[src/rtl/decoder_scan_ctrl.sv]
// Scans a 3-to-8 decoder: each unmasked address is enabled for DWELL cycles, then blanked for BLANK cycles.
// Single-sweep or continuous operation, per-address skip mask, abort via stop.
module decoder_scan_ctrl #(
   parameter int DWELL = 4,
   parameter int BLANK = 1,
   parameter int CW    = 8
) (
   input  logic       clk,
   input  logic       rst_n,
   input  logic       start,
   input  logic       stop,
   input  logic       cont,
   input  logic [7:0] mask,
   output logic [2:0] a,
   output logic       en,
   output logic       busy,
   output logic       done
);

   typedef enum logic [1:0] {S_IDLE, S_ACTIVE, S_BLANK} state_t;

   localparam logic [CW-1:0] DWELL_LD = CW'(DWELL - 1);
   localparam logic [CW-1:0] BLANK_LD = CW'((BLANK > 0) ? BLANK - 1 : 0);

   state_t        state_q, state_d;
   logic [CW-1:0] cnt_q, cnt_d;
   logic [7:0]    mask_q, mask_d;
   logic [2:0]    a_q, a_d;
   logic          en_q, en_d;
   logic          busy_q, busy_d;
   logic          done_q, done_d;

   logic          nxt_vld;
   logic [2:0]    nxt_idx;
   logic [2:0]    first_idx;
   logic          step_end;

   // Next higher unmasked address within the captured mask
   always_comb begin
      nxt_vld = 1'b0;
      nxt_idx = 3'd0;
      for (int i = 7; i >= 0; i--) begin
         if (i > int'(a_q) && !mask_q[i]) begin
            nxt_vld = 1'b1;
            nxt_idx = 3'(i);
         end
      end
   end

   // Lowest unmasked address of the live mask, used at every capture point
   always_comb begin
      first_idx = 3'd0;
      for (int i = 7; i >= 0; i--) begin
         if (!mask[i]) begin
            first_idx = 3'(i);
         end
      end
   end

   always_comb begin
      state_d  = state_q;
      cnt_d    = cnt_q;
      mask_d   = mask_q;
      a_d      = a_q;
      en_d     = en_q;
      busy_d   = busy_q;
      done_d   = 1'b0;
      step_end = 1'b0;

      unique case (state_q)
         S_IDLE: begin
            if (start && !stop && mask != 8'hFF) begin
               state_d = S_ACTIVE;
               mask_d  = mask;
               a_d     = first_idx;
               en_d    = 1'b1;
               busy_d  = 1'b1;
               cnt_d   = DWELL_LD;
            end
         end
         S_ACTIVE: begin
            if (cnt_q != '0) begin
               cnt_d = cnt_q - CW'(1);
            end else if (BLANK > 0) begin
               state_d = S_BLANK;
               en_d    = 1'b0;
               cnt_d   = BLANK_LD;
            end else begin
               step_end = 1'b1;
            end
         end
         S_BLANK: begin
            if (cnt_q != '0) begin
               cnt_d = cnt_q - CW'(1);
            end else begin
               step_end = 1'b1;
            end
         end
         default: state_d = S_IDLE;
      endcase

      if (step_end) begin
         if (nxt_vld) begin
            state_d = S_ACTIVE;
            a_d     = nxt_idx;
            en_d    = 1'b1;
            cnt_d   = DWELL_LD;
         end else begin
            done_d = 1'b1;
            if (cont) begin
               mask_d = mask;
            end
            if (cont && mask != 8'hFF) begin
               state_d = S_ACTIVE;
               a_d     = first_idx;
               en_d    = 1'b1;
               busy_d  = 1'b1;
               cnt_d   = DWELL_LD;
            end else begin
               state_d = S_IDLE;
               a_d     = 3'd0;
               en_d    = 1'b0;
               busy_d  = 1'b0;
               cnt_d   = '0;
            end
         end
      end

      // Abort wins over everything, including a pending done
      if (stop && state_q != S_IDLE) begin
         state_d = S_IDLE;
         a_d     = 3'd0;
         en_d    = 1'b0;
         busy_d  = 1'b0;
         done_d  = 1'b0;
         cnt_d   = '0;
      end
   end

   always_ff @(posedge clk or negedge rst_n) begin
      if (!rst_n) begin
         state_q <= S_IDLE;
         cnt_q   <= '0;
         mask_q  <= 8'h00;
         a_q     <= 3'd0;
         en_q    <= 1'b0;
         busy_q  <= 1'b0;
         done_q  <= 1'b0;
      end else begin
         state_q <= state_d;
         cnt_q   <= cnt_d;
         mask_q  <= mask_d;
         a_q     <= a_d;
         en_q    <= en_d;
         busy_q  <= busy_d;
         done_q  <= done_d;
      end
   end

   assign a    = a_q;
   assign en   = en_q;
   assign busy = busy_q;
   assign done = done_q;

   a_dwell_nonzero: assert property (@(posedge clk) disable iff (!rst_n) DWELL != 0)
      else $error("decoder_scan_ctrl: DWELL must be at least 1");

endmodule

[config.mk]
export PLATFORM = sky130hd
export DESIGN_NAME = decoder_scan_ctrl
export DESIGN_NICKNAME = d
export VERILOG_FILES = /design/src/rtl/decoder_scan_ctrl.sv
export SDC_FILE = /design/constraint.sdc
export NUM_CORES = 1
export LEC_CHECK = 0
export CAP_MARGIN = 0
export CORE_ASPECT_RATIO = 1.2
export CORE_MARGIN = 5
export CORE_UTILIZATION = 60
export CTS_CLUSTER_DIAMETER = 200
export DETAILED_ROUTE_END_ITERATION = 10
export PLACE_DENSITY = 0.86
export SLEW_MARGIN = 20
export SYNTH_ARGS = -nofsm -noshare
export SYNTH_HDL_FRONTEND = slang
export SYNTH_SLANG_ARGS = --single-unit
[constraint.sdc]
create_clock -name clk -period 5.25 [get_ports clk]
set_clock_uncertainty 0.15 [all_clocks]
set_input_delay 1.05 -clock clk [delete_from_list [all_inputs] [get_ports clk]]
set_output_delay 1.05 -clock clk [all_outputs]
set_load 0.02 [all_outputs]
==> results.py <==
metrics = {
    "global_route": {
        "grt_overflow_total": 0,
        "grt_first_pass_wirelength_mm": 6.72,
        "grt_usage": 0.220,
        "antenna_violations_before_repair": 0,
        "largest_net_degree_at_the_start_of_global_routing": 24,
        "grt_pass1_vias": 1425,
    },
    "clock_tree": {
        "hold_fix_buffers_at_cts": 0,
        "num_cts_buffers": 3,
        "cts.path.max_buffers": 2,
        "cts_h_tree_lvls": 1,
        "clkLatencyLatePin_ps": 310,
        "clock_tree.root_cell": "clkbuf_4",
        "post_cts.resized_instances": 0,
        "clkSlewWorstSetupHoldPaths_ps": 130,
        "tritoncts": "yes",
        "cts_setup_buffers": 0,
        "clock-sinks": 23,
    },
    "critical_path": {
        "crit_start": "mask[2]",
        "cp_cell_sequence": "clkdlybuf4s50_1 > nand4_1 > o211ai_1 > o21a_1 > mux2_4",
        "end_kind": "flop",
        "cell_type_of_the_slowest_stage_on_the_worst_timing_path": "clkdlybuf4s50_1",
        "worst-path-buf-inv": 1,
        "r2r_start": "cnt_q[0]",
        "criticalPathCategory": "in2reg",
        "r2r_setup_slack_ps": 2760,
        "critical_path.top_delay_family": "compound AO/OA/AOI/OAI gates",
        "cp_max_fo": 7,
        "critical-path-max-stage-delay_ps": 560,
        "arrival_ps": 3180,
        "worst_ep_required_time_ps": 5300,
        "critPathLaunchType": "input port",
    },
    "die": {
        "boundaryPins": 19,
        "core_ar_um2": 2730,
        "die-width_um": 58.3,
        "floorplan.initialDensity": 0.615,
        "std_cell_rows": 21,
        "floorplan.die_area_um2": 3970,
        "die_height_um": 68.0,
    },
    "timing": {
        "final.min_clock_period_ps": 3130,
        "max_frequency_mhz": 319,
        "setup_violations": 0,
        "final_total_negative_setup_slack_ps": 0,
        "finalHoldViolCount": 0,
        "timing.final.max_slew_violations": 0,
        "maxSlewHeadroom": 0.645,
        "min_period_over_period": 0.597,
        "rsz0062_at_grt": "no",
        "worst-slew-pin-transition_ps": 528,
    },
    "routing": {
        "post_route_drc_violation_count": 0,
        "detailed_route_wire_length_per_cell_um": 16.6,
        "initialDrtViolationCount": 79,
        "detail-route-antenna-nets": 0,
        "route.final.wire_length_mm": 3.94,
        "routed_via_density": 6.42,
        "detailroute.via_count": 1528,
        "drtPass1Iterations": 4,
    },
    "logic_synthesis": {
        "syn_area_um2": 1680,
        "muxShareOfSynthArea": 0.0863,
        "syn_nets": 205,
        "synth_top_family_by_area": "compound AO/OA/AOI/OAI gates",
        "ys_seq_elements": 23,
        "netlist-cell-type-count": 50,
        "synth-adder-area-share": 0.0446,
        "syn_avg_cell_area_um2": 9.04,
        "synthesis_warnings": 0,
        "synth-compound-area-share": 0.252,
        "synthSimpleGateAreaFrac": 0.232,
        "synth-seq-area-share": 0.342,
        "netlist_instances": 186,
        "yosys.area_share.xor_xnor": 0,
    },
    "place": {
        "post-place-cells": 234,
        "routabilityCongestion": 0.951,
        "dpl.hpwl_mm": 3.06,
        "io_buffers": 18,
    },
    "power": {
        "ir_drop_uv": 456,
        "pwr_density_cell_nw_per_um2": 608,
        "leakage_power_nw": 0.795,
    },
    "cells_and_area": {
        "synthToLayoutAreaGrowth_pct": 12.9,
        "postLayoutCoreUtil": 0.695,
        "stdcell_count": 238,
        "layout.filler_cells": 223,
        "final_common_cell": "dfrtp_1",
        "design.final.nets": 224,
        "drive_gt1_frac": 0.108,
        "diodes_inserted": 0,
        "layout.cells.most_common_list": "dfrtp_1, nor2_1, clkdlybuf4s50_1",
    },
    "flow_run": {
        "timing.max_cap.violations": 0,
    },
    "min_path": {
        "worstHoldPathType": "reg2reg",
        "min_delay_startpoint": "en",
    },
    "outcome": {
        "run_status": "complete, no violations",
    },
}
-- logic make-up after synthesis --
| group | count (synthesis) |
|---|---|
| simple gates | 68 |
| flops | 23 |
| fa+ha+maj | 6 |
| mux | 11 |
| compound gates | 62 |
| buf+inv | 16 |
-- state kept, by name, summed over array words and instances (netlist names) --
register,flops
cnt_q,8
mask_q,7
done,1
en,1
a,3
busy,1
state_q,2
-- Yosys cell counts, drive strengths merged --
library cell / n / area share
a211o: 1 / 0.0052
a211oi: 2 / 0.0089
a21bo: 1 / 0.0060
a21boi: 3 / 0.013
a21oi: 10 / 0.032
a22o: 3 / 0.016
a22oi: 1 / 0.0045
a311o: 1 / 0.0060
a311oi: 1 / 0.0052
a31oi: 4 / 0.015
a32oi: 1 / 0.0097
a41o: 1 / 0.0060
and2: 2 / 0.0074
buf: 4 / 0.016
dfrtp: 23 / 0.34
ha: 6 / 0.045
inv: 12 / 0.027
mux2: 7 / 0.062
mux2i: 4 / 0.024
nand2: 13 / 0.031
nand2b: 6 / 0.022
nand3: 6 / 0.021
nand4: 7 / 0.026
nor2: 17 / 0.038
nor2b: 4 / 0.015
nor3: 4 / 0.019
nor3b: 1 / 0.0045
nor4: 3 / 0.024
o2111ai: 1 / 0.0052
o211ai: 2 / 0.0089
o21a: 2 / 0.0089
o21ai: 18 / 0.054
o221ai: 1 / 0.0052
o22ai: 2 / 0.0074
o2bb2ai: 5 / 0.026
o31ai: 1 / 0.0045
o32ai: 1 / 0.0052
or2: 1 / 0.0037
or3: 1 / 0.0037
or3b: 1 / 0.0052
or4: 1 / 0.0067
or4b: 1 / 0.0060
-- path summary, 6_finish.rpt --
| check | endpoint | cells past startpoint |
|---|---|---|
| max | mask_q[2] | 5 |
| min | en | 2 |
| max reg2reg | mask_q[2] | 7 |
| min reg2reg | en | 2 |
| max in group asynchronous | busy | 1 |
| min in group asynchronous | state_q[1] | 1 |
-- routing by layer --
metal,routed length (um),track usage,vias to the layer above
li1,-,-,735
met1,1700,0.283,719
met2,1930,0.370,61
met3,191,0.0340,13
met4,121,0.0841,0
met5,0,0,-
-- through the flow --
step                      total power, mW  cell area (um^2)  hold WS (ps)  setup slack [ps]
after floorplan                     0.897              1680           334              2750
after global placement               1.03              1880           368              1980
after detailed placement             1.06              1880           380              1840
after CTS                            1.15              1900           408              2180
after global routing                 1.26              1900           437              2080
final                                1.16              1900           401              2120
-- worst min-delay path, cell delays in order (launching register included) --
cell and delay (ps):
dfrtp_1 370, o2111ai_1 90, nand3_1 70
-- layout make-up --
type,count,area (um^2),area share
Sequential cell,23,576,0.303
Inverter,12,45.0,0.0237
Multi-Input combinational cell,147,1030,0.545
Clock buffer,4,26.3,0.0138
Timing Repair Buffer,18,175,0.0922
Tap cell,34,42.5,0.0224
-- report_power, final --
group          internal, mW  leakage, nW  switching, mW
clock                0.0296       0.0150         0.0521
combinational         0.321        0.486          0.403
sequential            0.252        0.294         0.0972
Note: power is estimated with default switching activity, not from simulation.
